==> config.mk <==
export PLATFORM = sky130hd
export DESIGN_NAME = gate_vector_sequencer_flat
export DESIGN_NICKNAME = d
export VERILOG_FILES = /design/src/rtl/gate_vector_sequencer_if.sv /design/src/rtl/gate_vector_sequencer.sv /design/src/flat_wrapper.sv
export SDC_FILE = /design/constraint.sdc
export NUM_CORES = 1
export LEC_CHECK = 0
export CORE_ASPECT_RATIO = 0.75
export CORE_MARGIN = 1.5
export CORE_UTILIZATION = 40
export DETAILED_ROUTE_END_ITERATION = 8
export GPL_TIMING_DRIVEN = 0
export SLEW_MARGIN = 20
export SYNTH_ARGS = -nofsm -noshare
export SYNTH_HDL_FRONTEND = slang
export SYNTH_SLANG_ARGS = --single-unit
==> constraint.sdc <==
create_clock -name clk -period 7.25 [get_ports clk]
set_input_delay 1.0875 -clock clk [delete_from_list [all_inputs] [get_ports clk]]
set_output_delay 1.0875 -clock clk [all_outputs]
set_load 0.01 [all_outputs]
==> src/rtl/gate_vector_sequencer_if.sv <==
// ---------------------------------------------------------------------------
// gate_vector_sequencer_if
//
// Purpose:
//   Bundles the run-control and gate-model signals of the gate vector
//   sequencer into one interface. The sequencer connects through the slave
//   modport. The harness side uses the master modport: it requests runs,
//   reads back status and signature, and hosts the gate model that turns
//   gate_in into gate_out.
//
// Signals:
//   start      run request, sampled by the sequencer only while idle
//   num_vec    number of vectors in the run (0 allowed)
//   gate_in    vector driven onto the gate model inputs (N1 = bit 0)
//   gate_out   gate model response sampled back by the sequencer
//   busy       high while a run is in progress
//   done       one-cycle pulse at the end of a run
//   vec_idx    index of the vector currently applied
//   signature  16-bit MISR result, stable from done until the next start
//
// Parameters:
//   IN_W   width of gate_in
//   OUT_W  width of gate_out (at most 16)
// ---------------------------------------------------------------------------
interface gate_vector_sequencer_if #(
   parameter int IN_W  = 21,
   parameter int OUT_W = 10
);

   logic             start;
   logic [21:0]      num_vec;
   logic [IN_W-1:0]  gate_in;
   logic [OUT_W-1:0] gate_out;
   logic             busy;
   logic             done;
   logic [21:0]      vec_idx;
   logic [15:0]      signature;

   // Harness side: issues runs, hosts the gate model, observes results.
   modport master (
      output start,
      output num_vec,
      output gate_out,
      input  gate_in,
      input  busy,
      input  done,
      input  vec_idx,
      input  signature
   );

   // Sequencer side.
   modport slave (
      input  start,
      input  num_vec,
      input  gate_out,
      output gate_in,
      output busy,
      output done,
      output vec_idx,
      output signature
   );

endinterface

==> src/rtl/gate_vector_sequencer.sv <==
// ---------------------------------------------------------------------------
// gate_vector_sequencer
//
// Purpose:
//   Test harness stage for the combinational gate models of the simulator
//   gate library. For each run it applies num_vec input vectors to the gate
//   model, waits SETTLE cycles for the model to settle, and samples the
//   response. Every sample is folded into a 16-bit MISR signature, so one
//   run can be compared against a golden signature.
//
// Ports:
//   clk    single system clock, rising edge
//   rst_n  synchronous, active-low reset
//   bus    gate_vector_sequencer_if.slave
//            start, num_vec, gate_out  in
//            gate_in, busy, done, vec_idx, signature  out
//
// Parameters:
//   IN_W    width of the vector driven to the gate model (default 21)
//   OUT_W   width of the sampled response, at most 16 (default 10)
//   SETTLE  cycles between applying a vector and capturing it, >= 1
//
// Configuration macro:
//   GATE_VECTOR_LFSR_EN
//     Undefined (default): vectors come from a binary counter that starts
//       at 0 and wraps modulo 2^IN_W.
//     Defined: vectors come from a 21-bit Fibonacci LFSR (x^21 + x^19 + 1)
//       seeded with 21'h000001. IN_W must be 21 in this mode.
//   The FSM, timing and MISR are identical in both builds.
//
// Timing:
//   Each vector costs SETTLE+2 cycles: APPLY (1), SETTLE (SETTLE), and
//   CAPTURE (1). done is high in the cycle after edge k0 + N*(SETTLE+2),
//   where k0 is the edge that accepted start.
// ---------------------------------------------------------------------------
module gate_vector_sequencer #(
   parameter int IN_W   = 21,
   parameter int OUT_W  = 10,
   parameter int SETTLE = 2
) (
   input  logic                    clk,
   input  logic                    rst_n,
   gate_vector_sequencer_if.slave  bus
);

   // The settle counter only needs to hold SETTLE-1 down to 0. A 1-bit
   // counter is kept when SETTLE is 1, so the vector is never zero-width.
   localparam int CNT_W = (SETTLE > 1) ? $clog2(SETTLE) : 1;
   localparam logic [CNT_W-1:0] SETTLE_LOAD = CNT_W'(SETTLE - 1);

   typedef enum logic [2:0] {
      ST_IDLE,
      ST_APPLY,
      ST_SETTLE,
      ST_CAPTURE,
      ST_DONE
   } state_t;

   state_t           state;
   logic [CNT_W-1:0] settle_cnt;
   logic [21:0]      num_lat;
   logic [IN_W-1:0]  vec;
   logic [IN_W-1:0]  gate_in_r;
   logic             busy_r;
   logic             done_r;
   logic [21:0]      vec_idx_r;
   logic [15:0]      sig_r;

   // The vector generator is chosen at build time. Both options expose the
   // same two things: the first vector of a run (the seed) and a next-vector
   // function. As a result, the FSM below does not know which generator is
   // present.
`ifdef GATE_VECTOR_LFSR_EN
   localparam logic [IN_W-1:0] VEC_SEED = IN_W'(1);

   // Fibonacci LFSR with taps at bits 20 and 18 (x^21 + x^19 + 1). It never
   // reaches all-zero from a nonzero seed, and it returns to the seed after
   // 2^21-1 steps.
   function automatic logic [IN_W-1:0] next_vec(input logic [IN_W-1:0] v);
      return {v[19:0], v[20] ^ v[18]};
   endfunction
`else
   localparam logic [IN_W-1:0] VEC_SEED = '0;

   // Plain binary counter. Overflow wraps back to 0, so a run longer than
   // 2^IN_W vectors simply repeats the sequence.
   function automatic logic [IN_W-1:0] next_vec(input logic [IN_W-1:0] v);
      return v + IN_W'(1);
   endfunction
`endif

   // One MISR step: shift left with feedback from bits 15, 13, 12 and 10,
   // then XOR in the zero-extended response.
   function automatic logic [15:0] misr_next(input logic [15:0]      s,
                                             input logic [OUT_W-1:0] r);
      logic fb;
      fb = s[15] ^ s[13] ^ s[12] ^ s[10];
      return {s[14:0], fb} ^ 16'(r);
   endfunction

   // Main sequencer FSM. All outputs are registered here, so busy and done
   // change on the same edges as the state that implies them.
   //
   // A run walks APPLY -> SETTLE -> CAPTURE once per vector. CAPTURE either
   // loops back to APPLY for the next vector or finishes the run in DONE.
   //
   // The length check compares vec_idx with the latched count minus one,
   // never with the live num_vec input. This is why changing num_vec
   // mid-run has no effect.
   //
   // done defaults low every cycle. It is raised only on the edge that
   // enters DONE, which makes it a single-cycle pulse by construction.
   //
   // gate_in is loaded only in APPLY. It therefore keeps the last vector
   // after a run, and stays untouched by a zero-length run.
   always_ff @(posedge clk) begin
      if (!rst_n) begin
         state      <= ST_IDLE;
         settle_cnt <= '0;
         num_lat    <= '0;
         vec        <= '0;
         gate_in_r  <= '0;
         busy_r     <= 1'b0;
         done_r     <= 1'b0;
         vec_idx_r  <= '0;
         sig_r      <= '0;
      end else begin
         done_r <= 1'b0;
         case (state)
            ST_IDLE: begin
               if (bus.start) begin
                  sig_r <= '0;
                  if (bus.num_vec != 22'd0) begin
                     num_lat   <= bus.num_vec;
                     vec       <= VEC_SEED;
                     vec_idx_r <= '0;
                     busy_r    <= 1'b1;
                     state     <= ST_APPLY;
                  end else begin
                     done_r <= 1'b1;
                     state  <= ST_DONE;
                  end
               end
            end

            ST_APPLY: begin
               gate_in_r  <= vec;
               settle_cnt <= SETTLE_LOAD;
               state      <= ST_SETTLE;
            end

            ST_SETTLE: begin
               if (settle_cnt == '0) begin
                  state <= ST_CAPTURE;
               end else begin
                  settle_cnt <= settle_cnt - 1'b1;
               end
            end

            ST_CAPTURE: begin
               sig_r <= misr_next(sig_r, bus.gate_out);
               if (vec_idx_r == num_lat - 22'd1) begin
                  busy_r <= 1'b0;
                  done_r <= 1'b1;
                  state  <= ST_DONE;
               end else begin
                  vec_idx_r <= vec_idx_r + 22'd1;
                  vec       <= next_vec(vec);
                  state     <= ST_APPLY;
               end
            end

            ST_DONE: begin
               state <= ST_IDLE;
            end

            default: begin
               state <= ST_IDLE;
            end
         endcase
      end
   end

   // Registered state is driven straight onto the interface.
   assign bus.gate_in   = gate_in_r;
   assign bus.busy      = busy_r;
   assign bus.done      = done_r;
   assign bus.vec_idx   = vec_idx_r;
   assign bus.signature = sig_r;

endmodule

==> src/flat_wrapper.sv <==
// flat-port wrapper written by rule: the top's interface ports become plain ports
module gate_vector_sequencer_flat 
#(
   parameter int IN_W   = 21,
   parameter int OUT_W  = 10,
   parameter int SETTLE = 2
)
  (clk, rst_n, bus_start, bus_num_vec, bus_gate_out, bus_gate_in, bus_busy, bus_done, bus_vec_idx, bus_signature);
  gate_vector_sequencer_if #(.IN_W(IN_W), .OUT_W(OUT_W)) bus_i ();
  input  logic clk;
  input  logic rst_n;
  input wire logic [$bits(bus_i.start)-1:0] bus_start;
  input wire logic [$bits(bus_i.num_vec)-1:0] bus_num_vec;
  input wire logic [$bits(bus_i.gate_out)-1:0] bus_gate_out;
  output wire logic [$bits(bus_i.gate_in)-1:0] bus_gate_in;
  output wire logic [$bits(bus_i.busy)-1:0] bus_busy;
  output wire logic [$bits(bus_i.done)-1:0] bus_done;
  output wire logic [$bits(bus_i.vec_idx)-1:0] bus_vec_idx;
  output wire logic [$bits(bus_i.signature)-1:0] bus_signature;
  assign bus_i.start = bus_start;
  assign bus_i.num_vec = bus_num_vec;
  assign bus_i.gate_out = bus_gate_out;
  assign bus_gate_in = bus_i.gate_in;
  assign bus_busy = bus_i.busy;
  assign bus_done = bus_i.done;
  assign bus_vec_idx = bus_i.vec_idx;
  assign bus_signature = bus_i.signature;
  gate_vector_sequencer #(.IN_W(IN_W), .OUT_W(OUT_W), .SETTLE(SETTLE)) u_core (.clk(clk), .rst_n(rst_n), .bus(bus_i));
endmodule
# After elaboration in Yosys (flattened, before gate mapping)
# Index checks and enable logic that the tools add are counted.
[word_totals]
in_bits = 35
ff_bits = 108
wordCells = 60
[op_classes]
bitwise_logic = 4
eq_ne = 9
n_mux = 25
addsub = 4
n_reduce_logical = 9
[ops]
columns = ["operator", "count"]
rows = [
  ["$mux 22", 3],
  ["$mux 21", 3],
  ["$pmux 22 s2", 1],
  ["$pmux 21 s2", 1],
  ["$pmux 16 s2", 1],
  ["$add 22x1->22 const B", 1],
  ["$eq 22x22->1", 1],
  ["$reduce_bool 22->1", 1],
  ["$sub 22x1->22 const B", 1],
  ["$add 21x1->21 const B", 1],
  ["$mux 16", 1],
  ["$xor 16x10->16", 1],
  ["$mux 3", 4],
  ["$pmux 3 s4", 1],
  ["$reduce_and 4->1", 2],
  ["$mux 1", 7],
  ["$eq 3x2->1 const B", 2],
  ["$ne 2x2->1 const B", 3],
  ["$pmux 1 s2", 3],
  ["$ne 2x1->1 const B", 2],
  ["$reduce_and 2->1", 2],
  ["$reduce_bool 2->1", 2],
  ["$eq 3x1->1 const B", 1],
  ["$logic_not 3->1", 1],
  ["3 further kinds", 5],
]

# Logic depth before layout (Yosys ltp)
# Gate-level depths: netlist of run 1.
[depth]
ltp_word = 5
depth_mapped = 13
depth_no_buf = 10

# Worst setup path after synthesis of run 1
# OpenSTA, ideal clock, no wires.
[synth_timing]
kind = "input to register"
startpoint = "input bus_start"
endpoint = "register u_core.vec_idx_r[20] (netlist: u_core.bus.vec_idx[20])"
required_time_ps = 7180
arrival_time_ps = 3233
cell_stages = 8
setup_ps = 70
setup_slack_ps = 3946
cell_sequence = "or3b_2 -> a21oi_1 -> and3_1 -> and3_1 -> nand3_1 -> or3_1 -> or3_1 -> a21oi_1"
[synth_via]
elab_chain_len = 2
[synth_rtl]
columns = ["element", "line_no", "rtl"]
rows = [
  ["start: declaration", "flat_wrapper.sv:12", "input wire logic [$bits(bus_i.start)-1:0] bus_start;"],
  ["$ne 2x2->1 (no line)", "-", ""],
  ["$reduce_and 4->1 (no line)", "-", ""],
  ["end signal: assignment", "gate_vector_sequencer.sv:167", "vec_idx_r <= vec_idx_r + 22'd1;"],
  ["end: declaration", "gate_vector_sequencer.sv:66", "logic [21:0] vec_idx_r;"],
]
# No other way between the ends.
# A chain may end at the register's enable or synchronous reset.

# Worst setup path in the final report of run 1
# Same ends and word-level chain as after synthesis.

==> results by stage, run 1 <==
Final layout:
- The library cell used most frequently in the layout, excluding fill and tap cells, is dfxtp_1.
- The library cells used most frequently in the layout, excluding fill and tap cells, are dfxtp_1 (108), clkdlybuf4s50_1 (95), nand2_1 (68).
- Compared with the post-synthesis result, the final layout area differs by 26.8%.
- In the final design database the tool counted 824 nets.
- 0 antenna diodes ended up in the layout.
- The post-route netlist has 3.16% of its cells at a drive strength greater than 1.

CTS:
- In this run the post-CTS setup repair buffer count came out at 0.
- The number of hold buffers added after cts is 0.
- Clock-pin slew was measured on the worst setup and hold paths at 0.07 ns.
- The clock net sink count is 108.
- The latest clock arrival within the worst-skew pair is 0.35 ns.
- The clock root buffer is clkbuf_16.
- TritonCTS built the clock tree.
- The post-cts resize count is 0.
- The clock passes through at most 2 buffers.
- The level count of the clock H-tree is 3.
- Counting the buffers created by CTS gives 9.

Routing:
- The count of unresolved DRC violations after routing is 6.
- Dividing the detail-routed wire length by the instance count gives 17.7 microns.
- The total number of vias is 5456.
- The count of nets left with antenna violations once routing finished came out at 0.
- Wires add up to 17100 microns.
- The pre-antenna-repair detailed-routing pass consisted of 7 iterations.
- In this run, the number of DRC markers left after iteration 0 of detailed routing was 356.
- The average via count per standard cell is 5.65.

Worst setup path:
- The endpoint kind of the worst setup timing path is a register.
- The required time of the worst setup path is 7.52 ns.
- The critical path is of the input pin to register type.
- Data on the critical path arrives at its endpoint at 4.36 ns.
- The worst setup path is launched from an input pin.
- The maximum fanout count along the critical path is 8.

Global route:
- The via count of the first global-routing pass came to 5298.
- The maximum number of pins on one net before global-route repair is 19.
- The number of antenna violations at the first check in global routing is 0.
- Global routing consumed, over all layers together, 23.6% of the routing resources.
- The global-route congestion overflow total is 0.
- The first global-routing pass estimated 27700 microns of wire.

Pwr:
- The worst-case IR drop observed on VDD is 0.133 mV.
- The overall power consumption is 1610 uW.
- The leakage power is 0.00242 uW.
- The power density over the cells is 226 nW/um^2.

Place:
- The routability congestion estimate from global placement is 0.877.
- The detailed placement HPWL is 12700 microns.
- Before CTS, the worst setup slack after placement is 2.87 ns.
- Port buffering added 95 buffers.

STA:
- The share of the cycle needed by the critical path after routing is 56.4%.
- The fmax is 0.244 GHz.
- The setup-violating endpoint count in the final report is 0.
- The clock period minus final worst setup slack is 4.09 ns.
- The worst-case setup margin in the final layout is 3.16 ns.
- The final count of pins violating max slew is 0.
- The clock arrives with 0.00819 ns of skew.
- The number of hold violations in the final report is 0.
- Setup repair after global routing left no endpoint under its margin.
- At the pin with the least slew margin, the transition time is 0.948 ns.
- The headroom to the max-slew limit is 36.7%.
- In the final timing run, aggregate negative setup slack is 0 ns.

Yosys:
- Summed over its instances, the top area cell type makes up 38.6% of the synthesized netlist area.
- The synthesis-stage register bit count is 108.
- In this run the cell area of the synthesized design comes to 5610 sq um.
- The mean instance size in the synthesized netlist is 8.25 sq um.
- The number of cells produced by synthesis is 680.
- The count of warnings emitted by yosys is 0.
- Summed over all instances, the cell type with the most area after synthesis is dfxtp_1.
- Ranked by total cell area, the synthesized netlist is headed by dfxtp_1 (39%), nor2b_1 (4.8%), or3_1 (4.8%).
- The primary flip-flop cell chosen by synthesis mapping is dfxtp_1.
- Yosys mapped the design onto 49 distinct sky130hd cell types.
- The fraction of registers with async set/reset is 0%.
- The number of nets handed over by synthesis was 718.
- The sequential-to-total area share from yosys stat is 38.6%.
- The count of flip-flops with a built-in enable after synthesis is 0.

Die:
- The die is 140 microns wide.
- The number of core rows is 37.
- The die extent in y is 106 microns.
- The floorplan step defined a die boundary enclosing 14700 sq um.
- The starting density of the core is 40.9%.
- The number of top-level pins is 96.
- The total area inside the core boundary comes to 13700 sq um.

Worst hold path:
- The tightest min-delay check is of the register to register type.

Flow run:
- Across the run, the number of max-cap violations was 0.

Status:
- The final reports fail on design-rule violations.
- The flow ran to the end, but the final reports show violations.
[per-stage QoR]
stage / std cells / area, sq um / hold WS (ns) / utilization, %
final: 966 / 7110 / 0.466 / 51.9
after global routing: 966 / 7110 / 0.489 / 51.9
after CTS: 966 / 7110 / 0.469 / 51.9
after detailed placement: 950 / 6780 / 0.459 / 49.5
after global placement: 950 / 6780 / 0.453 / 49.5
after floorplan: 680 / 5610 / 0.446 / -
[critical path, stage by stage]
cell             delay, ns
clkdlybuf4s50_1       0.54
or3b_2                0.47
a21oi_1               0.63
and3_1                0.35
and3_1                0.24
nand3_1               0.15
or3_1                 0.39
or3_1                 0.33
a21oi_1               0.16
[Yosys cell counts, types with 3 or more instances]
master     number
a2111oi_0       3
a21boi_0       22
a21oi_1        43
a22oi_1        16
and2_1          5
and3_1         12
and4_1          3
clkbuf_1       43
dfxtp_1       108
ha_1            3
inv_1           9
mux2i_1        23
nand2_1        68
nand2b_1        4
nand3_1        24
nand4_1        22
nand4b_1        4
nor2_1         21
nor2b_1        43
nor3_1         15
nor4_1         18
o2111ai_1       3
o21a_1          3
o21ai_0        38
o22ai_1         3
o31a_1          3
o31ai_1         6
or3_1          43
or4_1           6
xnor2_1        19
xor2_1         23
[state kept, by name (all words and copies together) (netlist names)]
| name | count |
|---|---|
| u_core.bus.done | 1 |
| u_core.bus.busy | 1 |
| u_core.vec | 21 |
| u_core.settle_cnt | 1 |
| u_core.bus.gate_in | 21 |
| u_core.bus.vec_idx | 22 |
| u_core.num_lat | 22 |
| u_core.state | 3 |
| u_core.bus.signature | 16 |
[logic make-up (layout without fill, tap and decap cells)]
| kind of cell | count (synthesis) | count (layout) | synth area share, % |
|---|---|---|---|
| and+or+nand+nor | 295 | 295 | 28.8 |
| AOI/OAI and AO/OA | 152 | 152 | 17.0 |
| DFF | 108 | 108 | 38.6 |
| buffers and inverters | 56 | 167 | 4.04 |
| xor gates and xnor gates | 42 | 42 | 6.56 |
| muxes | 24 | 24 | 4.31 |
| adders and majority gates | 3 | 3 | 0.670 |
[power by group]
| group | total, uW | switching [uW] | internal (uW) |
|---|---|---|---|
| combinational | 407 | 246 | 161 |
| clock | 552 | 236 | 316 |
| sequential | 648 | 29.4 | 619 |
[final cells by class]
| type | instances | area [sq um] |
|---|---|---|
| Timing Repair Buffer | 95 | 951 |
| Tap cell | 175 | 219 |
| Fill cell | 1316 | 6590 |
| Sequential cell | 108 | 2160 |
| Multi-Input combinational cell | 516 | 3220 |
| Buffer | 47 | 193 |
| Inverter | 9 | 33.8 |
| Clock inverter | 6 | 96.3 |
| Clock buffer | 10 | 239 |
[worst paths after layout]
check,endpoint,slack [ns],from,cells past startpoint
worst max register to register,u_core.bus.vec_idx[17],3.83,u_core.num_lat[0],11
worst min-delay path,u_core.bus.gate_in[7],0.47,u_core.bus.gate_in[7],2
worst max-delay path,u_core.bus.vec_idx[20],3.16,bus_start,9
worst min register to register,u_core.bus.gate_in[7],0.47,u_core.bus.gate_in[7],2
[layer usage]
layer | track usage (%) | vias to the layer above | wire length (microns)
met5 | 0 | - | 0
met4 | 6.62 | 0 | 288
met3 | 4.18 | 26 | 1050
met2 | 36.4 | 175 | 7270
met1 | 33.8 | 2584 | 8480
li1 | - | 2671 | -
No activity file was read; power rests on OpenSTA's default activity.
==> run 2: changes to the inputs <==
- clock period: 7.25 -> 4.1 ns (I/O delays scaled with it)
==> results of run 2 <==
The final DEF is identical to that of run 1. Status: finished, violations left: design-rule violations.
Among the figures that moved: setup slack after placement 2.87 ns -> 0.190 ns; setup slack after layout 3.16 ns -> 0.482 ns; register-to-register setup slack 3.83 ns -> 0.68 ns; total power 1610 uW -> 2840 uW; worst IR drop on VDD 0.133 mV -> 0.235 mV
